===== src/rtl/pixel_pair_sequencer.sv =====
// pixel_pair_sequencer
// Walks a frame of WIDTH x HEIGHT pixels stored as pixel pairs in an
// external pair memory. Each pair is fetched, waited on for the one-cycle
// read latency, then presented on DATA_WRITE_* for a single hsync cycle.
// Build option: define LINE_BLANK_EN to insert LINE_GAP blanking cycles
// after every row except the last; without it rows run back to back.

module pixel_pair_sequencer #(
    parameter int WIDTH    = 8,
    parameter int HEIGHT   = 8,
    parameter int LINE_GAP = 2
) (
    input  logic        HCLK,
    input  logic        HRESETn,
    input  logic        start,
    input  logic        stall,
    output logic        mem_rd_en,
    output logic [15:0] mem_addr,
    input  logic [47:0] mem_rdata,
    output logic        hsync,
    output logic [7:0]  DATA_WRITE_R0,
    output logic [7:0]  DATA_WRITE_G0,
    output logic [7:0]  DATA_WRITE_B0,
    output logic [7:0]  DATA_WRITE_R1,
    output logic [7:0]  DATA_WRITE_G1,
    output logic [7:0]  DATA_WRITE_B1,
    output logic        busy,
    output logic        done,
    output logic [7:0]  frame_count
);

    // Frame geometry in pairs, and counter widths that stay legal for
    // degenerate sizes (a single pair, a single pair per row, one gap cycle).
    localparam int TOTAL = (WIDTH * HEIGHT) / 2;
    localparam int ROWP  = WIDTH / 2;
    localparam int PW    = (TOTAL > 1)    ? $clog2(TOTAL)    : 1;
    localparam int CW    = (ROWP > 1)     ? $clog2(ROWP)     : 1;
    localparam int BW    = (LINE_GAP > 1) ? $clog2(LINE_GAP) : 1;

    localparam logic [PW-1:0] LAST_PAIR = PW'(TOTAL - 1);
    localparam logic [CW-1:0] LAST_COL  = CW'(ROWP - 1);
    localparam logic [BW-1:0] LAST_GAP  = BW'(LINE_GAP - 1);

    localparam logic [2:0] S_IDLE  = 3'd0;
    localparam logic [2:0] S_FETCH = 3'd1;
    localparam logic [2:0] S_WAIT  = 3'd2;
    localparam logic [2:0] S_EMIT  = 3'd3;
    localparam logic [2:0] S_BLANK = 3'd4;
    localparam logic [2:0] S_DONE  = 3'd5;

    logic [2:0]    state_q,     state_d;
    logic [PW-1:0] pair_cnt_q,  pair_cnt_d;
    logic [CW-1:0] col_cnt_q,   col_cnt_d;
    logic [BW-1:0] blank_cnt_q, blank_cnt_d;
    logic          hsync_q,     hsync_d;
    logic          done_q,      done_d;
    logic          busy_q,      busy_d;
    logic [7:0]    frame_cnt_q, frame_cnt_d;
    logic [47:0]   data_q;
    logic          capture;

    // Next-state and counter update for the frame walk.
    always_comb begin
        state_d     = state_q;
        pair_cnt_d  = pair_cnt_q;
        col_cnt_d   = col_cnt_q;
        blank_cnt_d = blank_cnt_q;
        frame_cnt_d = frame_cnt_q;
        hsync_d     = 1'b0;
        done_d      = 1'b0;
        case (state_q)
            S_IDLE: begin
                if (start) begin
                    pair_cnt_d = '0;
                    col_cnt_d  = '0;
                    state_d    = S_FETCH;
                end
            end
            S_FETCH: begin
                // The read is only issued once downstream is ready, so
                // every stalled cycle simply repeats FETCH.
                if (!stall) begin
                    state_d = S_WAIT;
                end
            end
            S_WAIT: begin
                // Read data lands this cycle; it is captured on this edge
                // and shown during EMIT.
                state_d = S_EMIT;
                hsync_d = 1'b1;
            end
            S_EMIT: begin
                pair_cnt_d = pair_cnt_q + 1'b1;
                col_cnt_d  = (col_cnt_q == LAST_COL) ? '0 : col_cnt_q + 1'b1;
                // Last-pair test comes first so the final row never blanks.
                if (pair_cnt_q == LAST_PAIR) begin
                    state_d     = S_DONE;
                    done_d      = 1'b1;
                    frame_cnt_d = frame_cnt_q + 8'd1;
                end
`ifdef LINE_BLANK_EN
                else if (col_cnt_q == LAST_COL) begin
                    state_d     = S_BLANK;
                    blank_cnt_d = '0;
                end
`endif
                else begin
                    state_d = S_FETCH;
                end
            end
            S_BLANK: begin
                // Fixed-length line gap; stall has no effect here.
                if (blank_cnt_q == LAST_GAP) begin
                    blank_cnt_d = '0;
                    state_d     = S_FETCH;
                end else begin
                    blank_cnt_d = blank_cnt_q + 1'b1;
                end
            end
            S_DONE: begin
                // Always return to IDLE: a start seen here is dropped.
                state_d = S_IDLE;
            end
            default: begin
                state_d = S_IDLE;
            end
        endcase
        busy_d = (state_d != S_IDLE);
    end

    // Control registers: FSM state, counters and the registered strobes.
    always_ff @(posedge HCLK or negedge HRESETn) begin
        if (!HRESETn) begin
            state_q     <= S_IDLE;
            pair_cnt_q  <= '0;
            col_cnt_q   <= '0;
            blank_cnt_q <= '0;
            hsync_q     <= 1'b0;
            done_q      <= 1'b0;
            busy_q      <= 1'b0;
            frame_cnt_q <= 8'd0;
        end else begin
            state_q     <= state_d;
            pair_cnt_q  <= pair_cnt_d;
            col_cnt_q   <= col_cnt_d;
            blank_cnt_q <= blank_cnt_d;
            hsync_q     <= hsync_d;
            done_q      <= done_d;
            busy_q      <= busy_d;
            frame_cnt_q <= frame_cnt_d;
        end
    end

    assign capture = (state_q == S_WAIT);

    // Pixel-pair holding register, reloaded only on the edge leaving WAIT.
    always_ff @(posedge HCLK or negedge HRESETn) begin
        if (!HRESETn) begin
            data_q <= 48'h0;
        end else if (capture) begin
            data_q <= mem_rdata;
        end
    end

    // The read strobe follows stall combinationally so a stalled FETCH
    // never issues a read; the address is parked at zero outside FETCH.
    assign mem_rd_en = (state_q == S_FETCH) && !stall;
    assign mem_addr  = (state_q == S_FETCH) ? 16'(pair_cnt_q) : 16'h0;

    assign hsync         = hsync_q;
    assign done          = done_q;
    assign busy          = busy_q;
    assign frame_count   = frame_cnt_q;
    assign DATA_WRITE_R0 = data_q[47:40];
    assign DATA_WRITE_G0 = data_q[39:32];
    assign DATA_WRITE_B0 = data_q[31:24];
    assign DATA_WRITE_R1 = data_q[23:16];
    assign DATA_WRITE_G1 = data_q[15:8];
    assign DATA_WRITE_B1 = data_q[7:0];

endmodule


===== config.mk =====
export PLATFORM = sky130hd
export DESIGN_NAME = pixel_pair_sequencer
export DESIGN_NICKNAME = d
export VERILOG_FILES = /design/src/rtl/pixel_pair_sequencer.sv
export SDC_FILE = /design/constraint.sdc
export NUM_CORES = 1
export LEC_CHECK = 0
export BUFFER_PORTS_ARGS = -buffer_cell sky130_fd_sc_hd__buf_2
export CORE_UTILIZATION = 35
export CTS_BUF_LIST = sky130_fd_sc_hd__clkbuf_16
export CTS_CLUSTER_SIZE = 8
export DETAILED_ROUTE_END_ITERATION = 16
export GPL_ROUTABILITY_DRIVEN = 0
export HOLD_SLACK_MARGIN = 0.15
export MAX_ROUTING_LAYER = met4
export PLACE_DENSITY = 0.67
export SLEW_MARGIN = 0
export SYNTH_ARGS = -nofsm -noshare
export SYNTH_HDL_FRONTEND = slang
export SYNTH_SLANG_ARGS = --single-unit

===== constraint.sdc =====
create_clock -name HCLK -period 2 [get_ports HCLK]
set_clock_uncertainty 0.1 [all_clocks]
set_input_delay 0.1 -clock HCLK [delete_from_list [all_inputs] [get_ports HCLK]]
set_output_delay 0.1 -clock HCLK [all_outputs]
set_load 0.005 [all_outputs]

# [After elaboration in Yosys (flattened, before gate mapping)]
# Cells that the tools add are included.
[op_classes] eq_ne=6 n_reduce_logical=7 add_sub_neg=3 shift=0 order_cmp=0 muxes=12 bitwise=0 n_mul=0 n_div=0
[ops] op="3-bit one-hot mux with 5 select lines" n=1
[ops] op="3-bit 2-to-1 mux" n=4
[ops] op="5-bit 2-to-1 mux" n=2
[ops] op="5-bit one-hot mux with 2 select lines" n=1
[ops] op="8-bit by 1-bit adder with 8-bit output, second input constant" n=1
[ops] op="3-bit by 2-bit == test with 1-bit output, second input constant" n=2
[ops] op="5-bit by 1-bit adder with 5-bit output, second input constant" n=1
[ops] op="5-bit == test, second input constant" n=1
[ops] op="1-bit 2-to-1 mux" n=4
[ops] op="2-bit AND reduction" n=2
[ops] op="3-bit by 1-bit == test with 1-bit output, second input constant" n=1
[ops] op="3-bit == test, second input constant" n=1
[ops] op="3-bit logical NOT" n=1
[ops] op="3-bit nonzero test" n=1
[ops] op="2-bit != test, second input constant" n=1
[ops] op="2-bit nonzero test" n=1
[ops] op="1-bit adder, second input constant" n=1
[ops] op="1-bit logical AND" n=1
[ops] op="1-bit logical NOT" n=1
[totals] latch_bits=0 inputBits=52 out_inout_bits=76 mem_count=0 regBits=68 mem_bits_rw=0 wordCells=36 romBits=0

# [Depth between registers and ports, before layout]
# Gate-level depths: netlist (run 1).
[depth] word_depth=4 mapped_depth=7 mapped_depth_nobuf=7

# [Worst setup path before layout (run 1)]
# No wires, ideal clock.
[synth_timing] kind="register to register" from="reg pair_cnt_q[0]" to="reg frame_cnt_q[7] (netlist: frame_count[7])" t_arrival_ns=1.536 path_stages_with_launch=7 period_less_slack_ns=1.715 n_path_buf=0 path_slack_ns=0.285 setup_time_ns=0.079 path_cell_list="dfrtp_1 > ha_1 > and3_1 > ha_1 > nand4b_1 > nor4_1 > xor2_1"
[synth_via] elab_chain_len=2
[synth_lines] item="start: declaration" line="52" rtl="logic [PW-1:0] pair_cnt_q, pair_cnt_d;"
[synth_lines] item="start signal: assignment" line="144" rtl="pair_cnt_q <= pair_cnt_d;"
[synth_lines] item="5-bit == test" line="96" rtl="if (pair_cnt_q == LAST_PAIR) begin"
[synth_lines] item="2-bit AND reduction (no line)"
[synth_lines] item="end signal: assignment" line="150" rtl="frame_cnt_q <= frame_cnt_d;"
[synth_lines] item="end: declaration" line="58" rtl="logic [7:0] frame_cnt_q, frame_cnt_d;"
# Every way passes these cells.
# A chain may end at the register's enable or synchronous reset.

# [Worst setup path after layout (run 1)]
# Same ends and word-level chain as after synthesis.

==> results of run 1 <==
-- logic make-up (layout without fill, tap and decap cells) --
| kind of cell | Yosys count | count (layout) | synth area share (%) |
|---|---|---|---|
| buffers and inverters | 24 | 195 | 5.99 |
| AND/OR/NAND/NOR | 43 | 43 | 9.18 |
| other | 1 | 11 | 0.131 |
| multiplexers | 48 | 48 | 18.9 |
| XOR/XNOR | 7 | 7 | 2.14 |
| adder cells (fa/ha/maj) | 3 | 3 | 1.31 |
| flip-flops | 68 | 68 | 59.4 |
| AO/OA/AOI/OAI | 14 | 14 | 2.93 |
-- report_power, final --
part           switching [µW]  internal, µW  leakage (µW)
registers                 317          1960      0.000834
clock network             544           947      0.000148
logic                     763          1180       0.00117
-- cell type report --
class                      count  area (µm²)
tap                          102         128
clock inverter                 7        60.1
fill                         670        3460
timing repair buffer         176        1200
sequential                    68        1700
multi-input combinational    126        1030
clock buffer                   9         225
inverter                       3        11.3
-- cell usage in the layout (no fill, tap or decap), types with 3 or more instances in the layout --
cell and n:
nand2_1 9, ha_1 3, clkinv_2 3, and3_1 3, clkbuf_16 9, inv_1 5, dlygate4sd3_1 51, buf_2 116
mux2_2 44, nor2_1 4, conb_1 11, buf_4 6, xnor2_1 6, mux2_1 4, a21oi_1 8, buf_12 3
nand4_1 5, and2_1 5, dfrtp_1 67
-- critical path, stage by stage, from the launching register on --
cell	delay, ns
dfrtp_1	0.41
ha_1	0.20
and3_1	0.16
ha_1	0.15
nand4b_1	0.14
nor4_1	0.37
xor2_1	0.19
-- state kept, by name, indices dropped and copies added, names as in the netlist --
signal       flops
done             1
busy             1
hsync            1
data_q          48
pair_cnt_q       5
blank_cnt_q      1
state_q          3
frame_count      8
-- stage by stage --
step	std cells	setup slack, ns	utilization (%)	hold WS (ns)
after global placement	424	0.262	45.5	0.0418
after detailed placement	424	0.174	45.5	0.0490
after global routing	491	0.0125	55.7	0.294
final	491	0.196	55.7	0.223
after CTS	491	0.100	55.7	0.244
after floorplan	218	0.285	-	-0.296
-- routing by layer --
| metal | global-route usage (%) | part of all wire [%] | up-vias |
|---|---|---|---|
| met3 | 3.78 | 5.9 | 7 |
| met5 | - | 0 | - |
| li1 | - | - | 1061 |
| met2 | 27.6 | 52 | 88 |
| met1 | 18.4 | 41 | 1075 |
| met4 | 7.55 | 1.4 | 0 |
-- worst max-delay path by stage --
| stage | from | to | depth (start not counted) | slack (ns) |
|---|---|---|---|---|
| global route | pair_cnt_q[0] | frame_count[7] | 6 | 0.01 |
| global placement | pair_cnt_q[0] | busy | 6 | 0.26 |
| CTS | state_q[0] | mem_addr[3] | 4 | 0.1 |
| detailed placement | pair_cnt_q[0] | frame_count[7] | 6 | 0.17 |
| floorplan | pair_cnt_q[0] | frame_count[7] | 6 | 0.29 |
| finish | pair_cnt_q[0] | frame_count[7] | 6 | 0.20 |
-- timing repair --
| item | 4_1_cts | 5_1_grt |
|---|---|---|
| gates resized for setup | 0 | 1 |
| hold endpoints to repair | 119 | 0 |
| setup endpoints to repair | 0 | 4 |
| hold buffers | 51 | 0 |
==> metrics, run 1 <==
status=finished, final reports clean; Final TNS setup=0 ns; Critical R2R Launch=pair_cnt_q[0]; detailed router's first-iteration violation count=38; global-route wire length before repair=10500 µm; sequential area share after synthesis=59.4%; root buffer cell=clkbuf_16; full die area=0.00855 mm²; max frequency=554 MHz; via count=2231; area grow syn2layout=52.0%; WS Path Type=register to register; layout cell share with drive strength beyond 1=48.3%; RSZ-0062 raised after global routing=no; Inserted Clock Buffers=9; max cap viols=0; Die Wd=92.4 µm; crit path time final=1.80 ns; I/O pin cnt=128; Mapped Area=0.00286 mm²; DR pass1 iterations=6; reg-to-reg endpoint=frame_count[7]; PortBufs=116; FF-to-FF path depth=6; postcts setup bufs=0; ANT nets after route=0; async set-reset flop share out of synthesis=100%; clock slew at reported path FFs=0.06 ns; Initial Util=36.7%; largest net degree at the start of global routing=69; vias in the first global route=2267; Post-Syn Instances=208; share of the synthesized area in the top cell type=59.4%; commonest cells in the netlist=dfrtp_1, mux2_2, buf_4; most frequent cell after synthesis=dfrtp_1; clock sinks=68; Pins Over Slew Limit=0; Critical Path Source Type=register; Clk Latency, worst-skew pair=0.32 ns; period utilization=90.2%; total gr overflow=0; DP Area=0.00355 mm²; DP HPWL=3950 µm; DRC=0; peak supply drop=0.000655 V; Mapped Avg Cell Area=13.8 µm²; final hold vios=0; top cells by area, synth=dfrtp_1, mux2_2, buf_4, xnor2_1, mux2_1; Hold WC Path Type=primary input to asynchronous set/reset pin; final wirelength=6430 µm; Yosys warnings=0; Critical Path AT=1.95 ns; H-Tree Depth=3; Crit. End Element=register; DIE HEIGHT=92.4 µm; post-synth cell types=36; row count=32; Yosys reg bits=68; total power=5710 µW; Synth Flop Type=dfrtp_1; power density cells=1310 mW/mm²; Post-synth EDFFs=0; final net count=439; Core Box Area=0.00781 mm²; post-DR vias/cell=4.54; # diodes=0; antenna violations before repair=0; P_leak=0.00215 µW; final instance area=0.00435 mm²; R2R Setup Slk=0.20 ns; CP required=2.15 ns; Synth area leader=dfrtp_1; # setup viols final=0; Clock Path Buffers=2; GRT Resource Usage Total=16.3%; Avg WL per Cell=13.1 µm; CP Max Fanout=6; CTS tree=built
No activity file was read; power rests on OpenSTA's default activity.
==> run 2, diff against run 1 <==
- clock period: 2 -> 1.8 ns (I/O delays scaled with it)
==> run 2 against run 1 <==
Net effect:
- die area unchanged
- clock-buffer cell count unchanged
- routed wire length decreased by 0.84%
- power increased by 9.5%
- utilization is 0.11 points higher
- sequential cell count unchanged
- hold slack gained 0.010 ns
- via count hardly changed
- critical endpoint is now busy
==> metrics, run 2 (synthesized netlist as in run 1, its figures left out) <==
max frequency=578 MHz; Clk Latency, worst-skew pair=0.31 ns; GRT Resource Usage Total=15.6%; final wirelength=6380 µm; clock sinks=68; family with the most delay on the worst path=simple AND/OR/NAND/NOR gates; clock slew at reported path FFs=0.05 ns; max cap viols=0; Non-Filler Instances=494; Fillers=658; CTS tree=built; Clock Path Buffers=2; I/O pin cnt=128; Crit path buffers/inverters=0; # diodes=0; Hold WC Path Type=primary input to asynchronous set/reset pin; max reg flops=48; post-layout util=55.8%; Critical R2R Launch=pair_cnt_q[0]; largest reg by FF count=data_q; DP HPWL=3940 µm; Crit. Startpoint=pair_cnt_q[0]; antenna violations before repair=0; Core Box Area=0.00781 mm²; DIE HEIGHT=92.4 µm; Placed Cells incl. Taps=426; CP Depth=6; Crit. End Element=register; FF-to-FF path depth=6; final instance area=0.00436 mm²; most frequent cells in the layout=buf_2, dfrtp_1, dlygate4sd3_1; Avg WL per Cell=12.9 µm; power density cells=1430 mW/mm²; period utilization=96.1%; Initial Util=36.7%; detailed router's first-iteration violation count=41; post-DR vias/cell=4.51; WS Path Type=register to register; via count=2229; Inserted Clock Buffers=9; peak supply drop=0.000628 V; status=finished, final reports clean; Critical Path AT=1.81 ns; crit path to=busy; H-Tree Depth=3; root buffer cell=clkbuf_16; Pins Over Slew Limit=0; # setup viols final=0; reg-to-reg endpoint=busy; hold slack=0.233 ns; PortBufs=116; row count=32; postcts setup bufs=0; most numerous cell on the critical path=ha_1; critical path's largest stage delay=0.39 ns; CP Max Fanout=3; final net count=442; CP required=1.88 ns; crit path time final=1.73 ns; final hold vios=0; Multi-input gate area=0.00105 mm²; global-route wire length before repair=10100 µm; area grow syn2layout=52.3%; total gr overflow=0; Final TNS setup=0 ns; most common cell after layout, fill and taps aside=buf_2; Critical Path Source Type=register; DP Area=0.00356 mm²; largest net degree at the start of global routing=69; DR pass1 iterations=4; layout cell share with drive strength beyond 1=49.2%; DRC=0; CP Cell Sequence=ha_1 > and3_1 > ha_1 > nand2_1 > o21ai_0 > or4_1; Die Wd=92.4 µm; ANT nets after route=0; CP max stage cell=or4_1; full die area=0.00855 mm²; R2R Setup Slk=0.07 ns; vias in the first global route=2232; Seq. cell area=0.00170 mm²; P_leak=0.00215 µW
## run 2: tightest hold or removal path: stages
cell           delay [ns]
dlygate4sd3_1        0.53
buf_2                0.13
buf_12               0.30
## run 2: metrics by stage
| stage | worst slack [ns] | power [µW] |
|---|---|---|
| 5_1_grt | -0.0193 | 6670 |
| 4_1_cts | 0.0176 | 6290 |
| 6_report | 0.0702 | 6250 |
| 3_5_place_dp | 0.0673 | 4660 |
| 3_3_place_gp | 0.106 | 4580 |
| 2_1_floorplan | 0.0850 | 3730 |
## run 2: timing repair
action,4_1_cts,5_1_grt
hold endpoints to repair,118,0
hold buffers,52,0
gates resized for setup,2,4
endpoints found under the setup margin,1,6
## run 2: metal layers
layer	track usage, %	vias up	part of all wire (%)
li1	-	1065	-
met1	16.9	1081	41
met2	28.5	78	53
met3	3.86	5	5.2
met4	3.52	0	0.72
met5	-	-	0
## run 2: area by class of cell
cell class                      instances  share of cell area, %
Clock buffer                            9                   5.17
Timing Repair Buffer                  179                   27.7
Multi-Input combinational cell        126                   24.0
Sequential cell                        68                   39.1
Inverter                                3                  0.258
Clock inverter                          7                  0.832
Tap cell                              102                   2.93
## run 2: where the power goes
part,switching [µW],total (µW),internal [µW]
Sequential,321,2490,2170
Clock,586,1500,910
Combinational,904,2260,1350
## run 2: worst min-delay path by stage
stage	slack [ns]	from	depth (start not counted)	to
after CTS	0.25	HRESETn	3	frame_count[3]
after global routing	0.30	HRESETn	3	frame_count[3]
after detailed placement	0.04	HRESETn	2	frame_count[3]
after floorplan	-0.31	HRESETn	0	blank_cnt_q
final	0.23	HRESETn	3	frame_count[3]
after global placement	0.04	HRESETn	2	frame_count[2]
